--- config.mk ---
export PLATFORM = sky130hd
export DESIGN_NAME = icache_fill_ctrl
export DESIGN_NICKNAME = d
export VERILOG_FILES = /design/src/rtl/cpu_types_pkg.sv /design/src/rtl/icache_array.sv /design/src/rtl/icache_fill_ctrl.sv
export SDC_FILE = /design/constraint.sdc
export NUM_CORES = 1
export LEC_CHECK = 0
export BUFFER_PORTS_ARGS = -buffer_cell sky130_fd_sc_hd__clkbuf_2
export CORE_ASPECT_RATIO = 1.75
export CORE_MARGIN = 2
export CORE_UTILIZATION = 55
export CTS_CLUSTER_DIAMETER = 200
export CTS_CLUSTER_SIZE = 20
export DETAILED_ROUTE_END_ITERATION = 16
export MAX_ROUTING_LAYER = met4
export PLACE_DENSITY = 0.76
export SLEW_MARGIN = 20
export SYNTH_ARGS = -nofsm -noshare
export SYNTH_HDL_FRONTEND = slang
export SYNTH_SLANG_ARGS = --single-unit
--- constraint.sdc ---
create_clock -name CLK -period 27 [get_ports CLK]
set_input_delay 2.7 -clock CLK [delete_from_list [all_inputs] [get_ports CLK]]
set_output_delay 2.7 -clock CLK [all_outputs]
set_load 0.05 [all_outputs]
--- src/rtl/cpu_types_pkg.sv ---
// Shared CPU types: word type, I-cache address/frame layouts and FSM encoding.
package cpu_types_pkg;

  typedef logic [31:0] word_t;

  // Default I-cache geometry: 8 frames of 2 words each.
  localparam int ICACHE_SETS  = 8;
  localparam int ICACHE_IDX_W = $clog2(ICACHE_SETS);
  localparam int ICACHE_TAG_W = 32 - 3 - ICACHE_IDX_W;

  // Fetch address split at the default geometry.
  typedef struct packed {
    logic [ICACHE_TAG_W-1:0] tag;
    logic [ICACHE_IDX_W-1:0] idx;
    logic                    blkoff;
    logic [1:0]              bytoff;
  } icachef_t;

  // One I-cache frame at the default geometry.
  typedef struct packed {
    logic                    valid;
    logic [ICACHE_TAG_W-1:0] tag;
    word_t [1:0]             data;
  } icache_frame_t;

  typedef enum logic [1:0] {
    IC_IDLE  = 2'd0,
    IC_FILL0 = 2'd1,
    IC_FILL1 = 2'd2
  } icache_state_t;

endpackage

--- src/rtl/icache_array.sv ---
// Valid/tag/data storage for the direct-mapped I-cache. Combinational read,
// separate write enables for word 0 and word 1; writing word 1 also installs
// the tag and marks the frame valid, so a frame is only valid once complete.
module icache_array
  import cpu_types_pkg::*;
#(
  parameter int SETS  = ICACHE_SETS,
  parameter int IDX_W = $clog2(SETS),
  parameter int TAG_W = 32 - 3 - IDX_W
) (
  input  logic             CLK,
  input  logic             RST,
  input  logic [IDX_W-1:0] rd_idx,
  output logic             rd_valid,
  output logic [TAG_W-1:0] rd_tag,
  output word_t            rd_data0,
  output word_t            rd_data1,
  input  logic [IDX_W-1:0] wr_idx,
  input  logic             wr_en0,
  input  logic             wr_en1,
  input  logic [TAG_W-1:0] wr_tag,
  input  word_t            wr_data
);

  logic [SETS-1:0] valid_vec;
  logic [TAG_W-1:0] tag_arr   [SETS];
  word_t            data0_arr [SETS];
  word_t            data1_arr [SETS];

  genvar gi;
  generate
    for (gi = 0; gi < SETS; gi++) begin : g_frame
      logic             sel;
      logic             valid_q, valid_d;
      logic [TAG_W-1:0] tag_q, tag_d;
      word_t            data0_q, data0_d;
      word_t            data1_q, data1_d;

      assign sel = (wr_idx == IDX_W'(gi));

      // Next frame contents from the per-word write enables.
      always_comb begin
        valid_d = valid_q;
        tag_d   = tag_q;
        data0_d = data0_q;
        data1_d = data1_q;
        if (sel && wr_en0) begin
          data0_d = wr_data;
        end
        if (sel && wr_en1) begin
          data1_d = wr_data;
          tag_d   = wr_tag;
          valid_d = 1'b1;
        end
      end

      // Frame registers; reset clears everything so abandoned fills stay invalid.
      always_ff @(posedge CLK or posedge RST) begin
        if (RST) begin
          valid_q <= 1'b0;
          tag_q   <= '0;
          data0_q <= '0;
          data1_q <= '0;
        end else begin
          valid_q <= valid_d;
          tag_q   <= tag_d;
          data0_q <= data0_d;
          data1_q <= data1_d;
        end
      end

      assign valid_vec[gi] = valid_q;
      assign tag_arr[gi]   = tag_q;
      assign data0_arr[gi] = data0_q;
      assign data1_arr[gi] = data1_q;
    end
  endgenerate

  assign rd_valid = valid_vec[rd_idx];
  assign rd_tag   = tag_arr[rd_idx];
  assign rd_data0 = data0_arr[rd_idx];
  assign rd_data1 = data1_arr[rd_idx];

endmodule

--- src/rtl/icache_fill_ctrl.sv ---
// Direct-mapped read-only instruction cache with a two-beat miss-fill FSM
// toward the bus arbiter, plus saturating hit/miss counters.
module icache_fill_ctrl
  import cpu_types_pkg::*;
#(
  parameter int SETS      = ICACHE_SETS,
  parameter int BLK_WORDS = 2,
  parameter int CNT_W     = 32
) (
  input  logic             CLK,
  input  logic             RST,
  input  logic             dp_imemREN,
  input  logic [31:0]      dp_imemaddr,
  output logic             dp_ihit,
  output logic [31:0]      dp_imemload,
  output logic             iREN,
  output logic [31:0]      iaddr,
  input  logic             iwait,
  input  logic [31:0]      iload,
  output logic [CNT_W-1:0] hit_count,
  output logic [CNT_W-1:0] miss_count
);

  localparam int IDX_W = $clog2(SETS);
  localparam int OFF_W = $clog2(BLK_WORDS);
  localparam int TAG_W = 32 - 2 - OFF_W - IDX_W;

  icache_state_t    state_q, state_d;
  logic [TAG_W-1:0] miss_tag_q, miss_tag_d;
  logic [IDX_W-1:0] miss_idx_q, miss_idx_d;
  logic [CNT_W-1:0] hit_count_q, hit_count_d;
  logic [CNT_W-1:0] miss_count_q, miss_count_d;

  logic [TAG_W-1:0] req_tag;
  logic [IDX_W-1:0] req_idx;
  logic [OFF_W-1:0] req_word;
  logic [1:0]       unused_bytoff;

  logic             rd_valid;
  logic [TAG_W-1:0] rd_tag;
  word_t            rd_data0, rd_data1;
  logic             wr_en0, wr_en1;
  logic             hit;

  assign unused_bytoff = dp_imemaddr[1:0];
  assign req_word      = dp_imemaddr[2 +: OFF_W];
  assign req_idx       = dp_imemaddr[2+OFF_W +: IDX_W];
  assign req_tag       = dp_imemaddr[31 -: TAG_W];

  icache_array #(
    .SETS  (SETS),
    .IDX_W (IDX_W),
    .TAG_W (TAG_W)
  ) u_array (
    .CLK      (CLK),
    .RST      (RST),
    .rd_idx   (req_idx),
    .rd_valid (rd_valid),
    .rd_tag   (rd_tag),
    .rd_data0 (rd_data0),
    .rd_data1 (rd_data1),
    .wr_idx   (miss_idx_q),
    .wr_en0   (wr_en0),
    .wr_en1   (wr_en1),
    .wr_tag   (miss_tag_q),
    .wr_data  (iload)
  );

  // Hits are only reported in IDLE, so a frame being replaced never hits.
  always_comb begin
    hit         = (state_q == IC_IDLE) && dp_imemREN && rd_valid && (rd_tag == req_tag);
    dp_ihit     = hit;
    dp_imemload = '0;
    if (hit) begin
      dp_imemload = (req_word != '0) ? rd_data1 : rd_data0;
    end
  end

  // Next state, fill request outputs, array writes and counter updates.
  always_comb begin
    state_d      = state_q;
    miss_tag_d   = miss_tag_q;
    miss_idx_d   = miss_idx_q;
    hit_count_d  = hit_count_q;
    miss_count_d = miss_count_q;
    iREN         = 1'b0;
    iaddr        = '0;
    wr_en0       = 1'b0;
    wr_en1       = 1'b0;

    if (hit && (hit_count_q != '1)) begin
      hit_count_d = hit_count_q + CNT_W'(1);
    end

    case (state_q)
      IC_IDLE: begin
        if (dp_imemREN && !hit) begin
          miss_tag_d = req_tag;
          miss_idx_d = req_idx;
          state_d    = IC_FILL0;
          if (miss_count_q != '1) begin
            miss_count_d = miss_count_q + CNT_W'(1);
          end
        end
      end
      IC_FILL0: begin
        iREN  = 1'b1;
        iaddr = {miss_tag_q, miss_idx_q, OFF_W'(0), 2'b00};
        if (!iwait) begin
          wr_en0  = 1'b1;
          state_d = IC_FILL1;
        end
      end
      IC_FILL1: begin
        iREN  = 1'b1;
        iaddr = {miss_tag_q, miss_idx_q, OFF_W'(1), 2'b00};
        if (!iwait) begin
          wr_en1  = 1'b1;
          state_d = IC_IDLE;
        end
      end
      default: begin
        state_d = IC_IDLE;
      end
    endcase
  end

  // State, latched miss address and counters.
  always_ff @(posedge CLK or posedge RST) begin
    if (RST) begin
      state_q      <= IC_IDLE;
      miss_tag_q   <= '0;
      miss_idx_q   <= '0;
      hit_count_q  <= '0;
      miss_count_q <= '0;
    end else begin
      state_q      <= state_d;
      miss_tag_q   <= miss_tag_d;
      miss_idx_q   <= miss_idx_d;
      hit_count_q  <= hit_count_d;
      miss_count_q <= miss_count_d;
    end
  end

  assign hit_count  = hit_count_q;
  assign miss_count = miss_count_q;

endmodule

**Yosys cells after proc, flatten, opt, wreduce, memory -nomap -nowiden**

Index checks and enable logic that the tools add are counted.

- Muxes and demuxes: 22
- Reduce and logical (&&, ||, !) cells: 28
- Equal/unequal tests: 15
- Order comparisons: 2
- Add/subtract/negate cells: 2
- Bitwise gates (word level): 1

Operator list:

| cell | count |
|---|---|
| 32-bit binary-select mux with 3-bit select | 2 |
| 32-bit two-way mux | 6 |
| 26-bit binary-select mux with 3-bit select | 1 |
| 32-bit by 1-bit adder with 32-bit output, second input constant | 2 |
| 32-bit != test, second input constant | 2 |
| 32-bit case mux with 2 select lines | 1 |
| 26-bit two-way mux | 2 |
| 26-bit == test | 1 |
| 1-bit logical AND | 21 |
| 3-bit == test, second input constant | 4 |
| 3-bit by 2-bit == test with 1-bit output, second input constant | 2 |
| 2-bit two-way mux | 3 |
| 2-bit case mux with 3 select lines | 1 |
| 3-bit AND reduction | 2 |
| 1-bit two-way mux | 5 |
| 4-bit greater-or-equal comparator, second input constant | 1 |
| 3-bit by 4-bit less-than comparator with 1-bit output, second input constant | 1 |
| 2-bit != test, second input constant | 2 |
| 3-bit inverter with 4-bit output | 1 |
| 1-bit binary-select mux with 3-bit select | 1 |
| 3-bit by 1-bit == test with 1-bit output, second input constant | 1 |
| 3-bit zero test | 1 |
| 2-bit by 1-bit == test with 1-bit output, second input constant | 1 |
| 2-bit == test, second input constant | 1 |
| other kinds (5) | 5 |

- Output and inout bits: 130
- Flip-flop bits (word level): 823
- Input port bits: 68

**Logic depth before layout (Yosys ltp)**

- Depth after elaboration: 10
- Gate-level depth with buffers: 13

**Cells and area by module**

A second synthesis with hierarchy kept.

- Cell total of the unflattened synthesis: 2446
- Area, all modules: 38079.0 um^2

By module, submodules not included:

| module | area an instance (um^2) | cells each | times used |
|---|---|---|---|
| icache_array | 32548.7 | 1911 | 1 |
| icache_fill_ctrl | 5530.3 | 535 | 1 |

**Least setup slack after synthesis**

Ideal clock, no wire load.

- Path type: input-to-output
- From: input port dp_imemaddr[3]
- To: output port dp_imemload[10]
- Buffers on the path: 3
- Data arrival time: 5737 ps
- Required time: 24300 ps
- Slack: 18563 ps
- Stages: 10
- Cell sequence: buf_6 buf_2 mux4_2 mux2i_1 xor2_1 o2111ai_1 a2111oi_2 nand3_4 clkbuf_1 nor2b_1

- Word-level cells in the longest chain between the ends: 7

RTL lines:

| what | line | text |
|---|---|---|
| start, declared | icache_fill_ctrl.sv:13 | `input logic [31:0] dp_imemaddr,` |
| 3-bit inverter with 4-bit output (implied by the code) | icache_array.sv:80, icache_array.sv:81, icache_array.sv:82 |  |
| 26-bit binary-select mux with 3-bit select | icache_array.sv:80 | `assign rd_tag = tag_arr[rd_idx];` |
| 26-bit two-way mux (implied by the code) (2 in series) | icache_array.sv:80 |  |
| 26-bit == test | icache_fill_ctrl.sv:71 | `hit = (state_q == IC_IDLE) && dp_imemREN && rd_valid && (rd_tag == req_tag);` |
| 1-bit logical AND | icache_fill_ctrl.sv:71 |  |
| 32-bit two-way mux * | icache_fill_ctrl.sv:74 | `if (hit) begin` |
| end, declared | icache_fill_ctrl.sv:15 | `output logic [31:0] dp_imemload,` |

Every way passes the cells marked *; elsewhere a longest branch is shown, timed or not. The select of a mux whose other input is x is not followed.

**Worst setup path in the final report**

- From: input port dp_imemaddr[4]
- To: output port dp_imemload[17]

The elaborated chain is that of the path after synthesis.

==> Implementation_results.wiki <==
{| class="wikitable"
! Metric !! Value
|-
| Run status || finished clean
|-
| Netlist Area Pre-Place || 37700 um^2
|-
| Class of the most critical hold timing path || reg2reg
|-
| Critical Path Max Stage Delay || 0.82 ns
|-
| Core outline area || 68200 um^2
|-
| Reg-to-reg critical path endpoint || hit_count[19]$_DFFE_PP0P_
|-
| Yosys warnings || 0
|-
| Effective utilization at floorplan || 0.553
|-
| Category of the critical setup timing path || in2out
|-
| Reported max-cap violation count || 0
|-
| Via-per-instance ratio || 6.24
|-
| Endpoint class of the critical path || output pin
|-
| Worst reg2reg startpoint || u_array.g_frame[5].tag_q[6]$_DFFE_PP0P_
|-
| Max Slew Vio Count || 0
|-
| Post-DP HPWL || approximately 52000 um
|-
| H-tree lvl count || 2
|-
| Cts-stage hold buffer count || 0
|-
| I/O Pins || slightly below 200
|-
| Minimum setup slack in the final design || 16.76 ns
|-
| Leakage Power || 18.7 nW
|-
| RSZ-0062 raised after global routing || no
|-
| Hold path depth || 1
|-
| TritonCTS clock tree || built
|-
| Total Power Consumption || 3.93 mW
|-
| Synthesis-stage register bit count || 823
|-
| Die footprint || 70700 um^2
|-
| Final worst-path cycle share || 0.379
|-
| Total vias in the final route || 21.4k
|-
| Mean routed wirelength per cell || about 26 um
|-
| Die Span X || 202 um
|-
| Nature of the critical path startpoint || input port
|-
| Data required time at the worst endpoint || 24.30 ns
|-
| CP cell instances || buf_6, buf_4, nor2b_1, a22oi_1, a21oi_1, o2111ai_1, a2111oi_2, nand3_4, nor2b_1, clkbuf_2
|-
| Post-Place Worst Slack || 16.67 ns
|-
| Relative max-transition margin || 0.244
|-
| Filler cell count in the final layout || roughly 5.2k
|-
| CP startpoint || dp_imemaddr[4]
|-
| Fmax || a little under 100 MHz
|-
| Wire length of the first global-routing pass || 137000 um
|-
| Remaining design rule violation count || 0
|-
| Clock sink count || 823
|-
| Number of library cell types mapped by synthesis || between 50 and 60
|-
| Peak fanout along the critical path || 54
|-
| Setup TNS || 0 ns
|-
| Synthesized area per cell || 15.4 um^2
|-
| GPL Wtd Cong || 0.882
|-
| Maximum vdd ir drop || a little under 0.00007 V
|-
| Worst-case register-to-register setup slack || 22.67 ns
|-
| Slowest stage cell, crit path || nand3_4
|-
| Sink of the worst hold path || u_array.g_frame[0].valid_q$_DFFE_PP0P_
|-
| Ys async rst share || 1.00
|-
| Number of endpoints with negative hold slack in the final report || 0
|-
| Sequential cell area fraction in the yosys report || 0.546
|-
| Root buffer cell || clkbuf_16
|-
| Overflow left after global routing || 0
|-
| Final wirelength || 87800 um
|-
| Setup fix buffers added after clock tree synthesis || 0
|-
| Antenna violations before repair || 3
|-
| Power Density || 96.7 nW/um^2
|-
| Clock buffer depth || 3
|-
| Pin slew with the least headroom to its limit || roughly 1.1 ns
|-
| Number of cell instances on the worst register-to-register path || 8
|-
| Number of synthesized flops with an enable pin || 0
|-
| Cell area after layout || 40700 um^2
|-
| Share of layout cells above drive strength 1 || 0.502
|-
| Crit-path most repeated cell || nor2b_1
|-
| Clock network latency to the later pin of the worst-skew pair || approximately 0.6 ns
|-
| Vias in the first global route || around 23k
|-
| Die extent in y || 350 um
|-
| Pin count of the biggest net entering global routing || 215
|-
| Finish-stage setup viols || 0
|-
| Number of routed nets with antenna violations || 0
|-
| Layout area overhead || 7.90%
|-
| Worst-case clock skew || 0.0184 ns
|-
| Area after DPL || 39400 um^2
|-
| Total of buffers placed on input and output ports || 193
|-
| Number of non-filler instances in the completed layout || 3427
|-
| Final core occ || 0.597
|-
| Most frequently used flop master after synthesis || dfrtp_1
|-
| Startpoint of the lowest-slack hold path || u_array.g_frame[0].valid_q$_DFFE_PP0P_
|-
| Worst path arrival time || about 7.5 ns
|-
| Drt first-iter violations || roughly 1.2k
|-
| Global-route total usage across every layer || 0.261
|-
| Cells after Synth || 2446
|-
| Minimum period implied by the final worst setup slack || 10.24 ns
|-
| Worst hold margin || around 0.48 ns
|-
| Number of placed instances, taps included || 3373
|-
| Number of nets at the end of the flow || 2595
|-
| Clk pin slew, worst setup/hold paths || 0.08 ns
|-
| Number of gates resized after CTS || 0
|-
| Number of CTS-inserted buffers || 47
|-
| Row count || roughly 130
|-
| Pre-Repair DR Iteration Count || 4
|}
-- critical path, delay by kind of cell --
family	cells	cell delay, ns
compound gates	4	1.36
buf+inv	3	1.48
simple gates	3	1.88
-- layout make-up --
| type | count | area (um^2) | share of cell area |
|---|---|---|---|
| sequential | 823 | 20600 | 0.506 |
| antenna | 2 | 5.00 | 0.000123 |
| tap | 903 | 1130 | 0.0278 |
| inverter | 14 | 60.1 | 0.00148 |
| multi-input combinational | 1405 | 16300 | 0.402 |
| clock buffer | 47 | 1180 | 0.0289 |
| timing repair buffer | 229 | 1330 | 0.0326 |
| clock inverter | 4 | 46.3 | 0.00114 |
-- cell usage in the layout (no fill, tap or decap), types with 3 or more instances in the layout --
cell	netlist	routed
mux2_2	752	752
buf_4	5	31
nor4_2	3	3
nor4_1	9	9
and3_1	23	23
xor2_1	28	28
a22oi_1	13	13
nor2_1	18	12
nand4_1	26	26
a21oi_1	7	7
nand2_1	31	25
clkbuf_16	0	47
and2_1	40	40
nor2_4	0	6
nand3_1	27	25
clkbuf_2	0	190
or2_2	5	5
inv_1	14	13
o2111ai_1	4	4
o21ai_0	5	5
dfrtp_1	823	823
nor3b_1	6	6
nand2b_1	6	6
nand2_2	0	3
nor2b_1	40	38
nand4b_1	5	5
buf_6	5	3
inv_6	0	3
nor3_1	6	6
nand2_4	0	3
xnor2_1	53	53
or3_1	4	4
and4_1	11	11
ha_1	7	7
mux2i_1	49	49
mux4_2	198	198
nand3b_1	4	4
-- cells in the mapped netlist, types with 6 or more instances --
cell	count	area share
and2_1	40	0.0066
nand2_1	31	0.0031
nand2b_1	6	0.0010
xor2_1	28	0.0065
mux4_2	198	0.12
nor2b_1	40	0.0066
xnor2_1	53	0.012
mux2_2	752	0.22
a22oi_1	13	0.0026
buf_2	12	0.0016
nand4_1	26	0.0043
clkbuf_1	100	0.010
nor2_1	18	0.0018
nor3_1	6	0.00080
nor4_1	9	0.0015
dfrtp_1	823	0.55
and4_1	11	0.0026
and3_1	23	0.0038
nor3b_1	6	0.0012
mux2i_1	49	0.013
ha_1	7	0.0023
buf_1	83	0.0083
nand3_1	27	0.0036
inv_1	14	0.0014
a21oi_1	7	0.00093
-- state kept, by name, summed over array words and instances, names as in the netlist --
signal / cells
hit_count: 32
state_q: 2
u_array.g_frame.tag_q: 208
u_array.g_frame.data1_q: 256
u_array.g_frame.valid_q: 8
u_array.g_frame.data0_q: 256
miss_tag_q: 26
miss_count: 32
miss_idx_q: 3
-- logic make-up after synthesis --
kind of cell / synth area share
DFF: 0.546
xor gates and xnor gates: 0.0188
and+or+nand+nor: 0.0436
AOI/OAI and AO/OA: 0.00850
muxes: 0.357
buffers and inverters: 0.0237
other: 0.0000995
adders and majority gates: 0.00232
-- layer usage --
metal / vias to the layer above / part of all wire / global-route usage
met5: - / 0 / -
met3: 142 / 0.041 / 0.0294
met2: 512 / 0.52 / 0.437
met1: 11600 / 0.41 / 0.331
li1: 9092 / - / -
met4: 0 / 0.037 / 0.0938
-- where the power goes --
part / internal [mW] / switching (mW) / total [mW] / leakage (nW)
logic: 0.694 / 0.491 / 1.18 / 7.38
registers: 1.74 / 0.301 / 2.04 / 10.7
clock network: 0.314 / 0.396 / 0.710 / 0.603
-- how the worst max path moves through the flow --
stage                                          end  slack [ns]
final                              dp_imemload[17]       16.76
after global routing                dp_imemload[6]       16.37
after CTS                          dp_imemload[17]       16.65
after detailed placement           dp_imemload[17]       16.67
after global placement             dp_imemload[17]       16.79
after floorplan           hit_count[0]$_DFFE_PP0P_        1.18
Power figures use the tool's default switching activity.
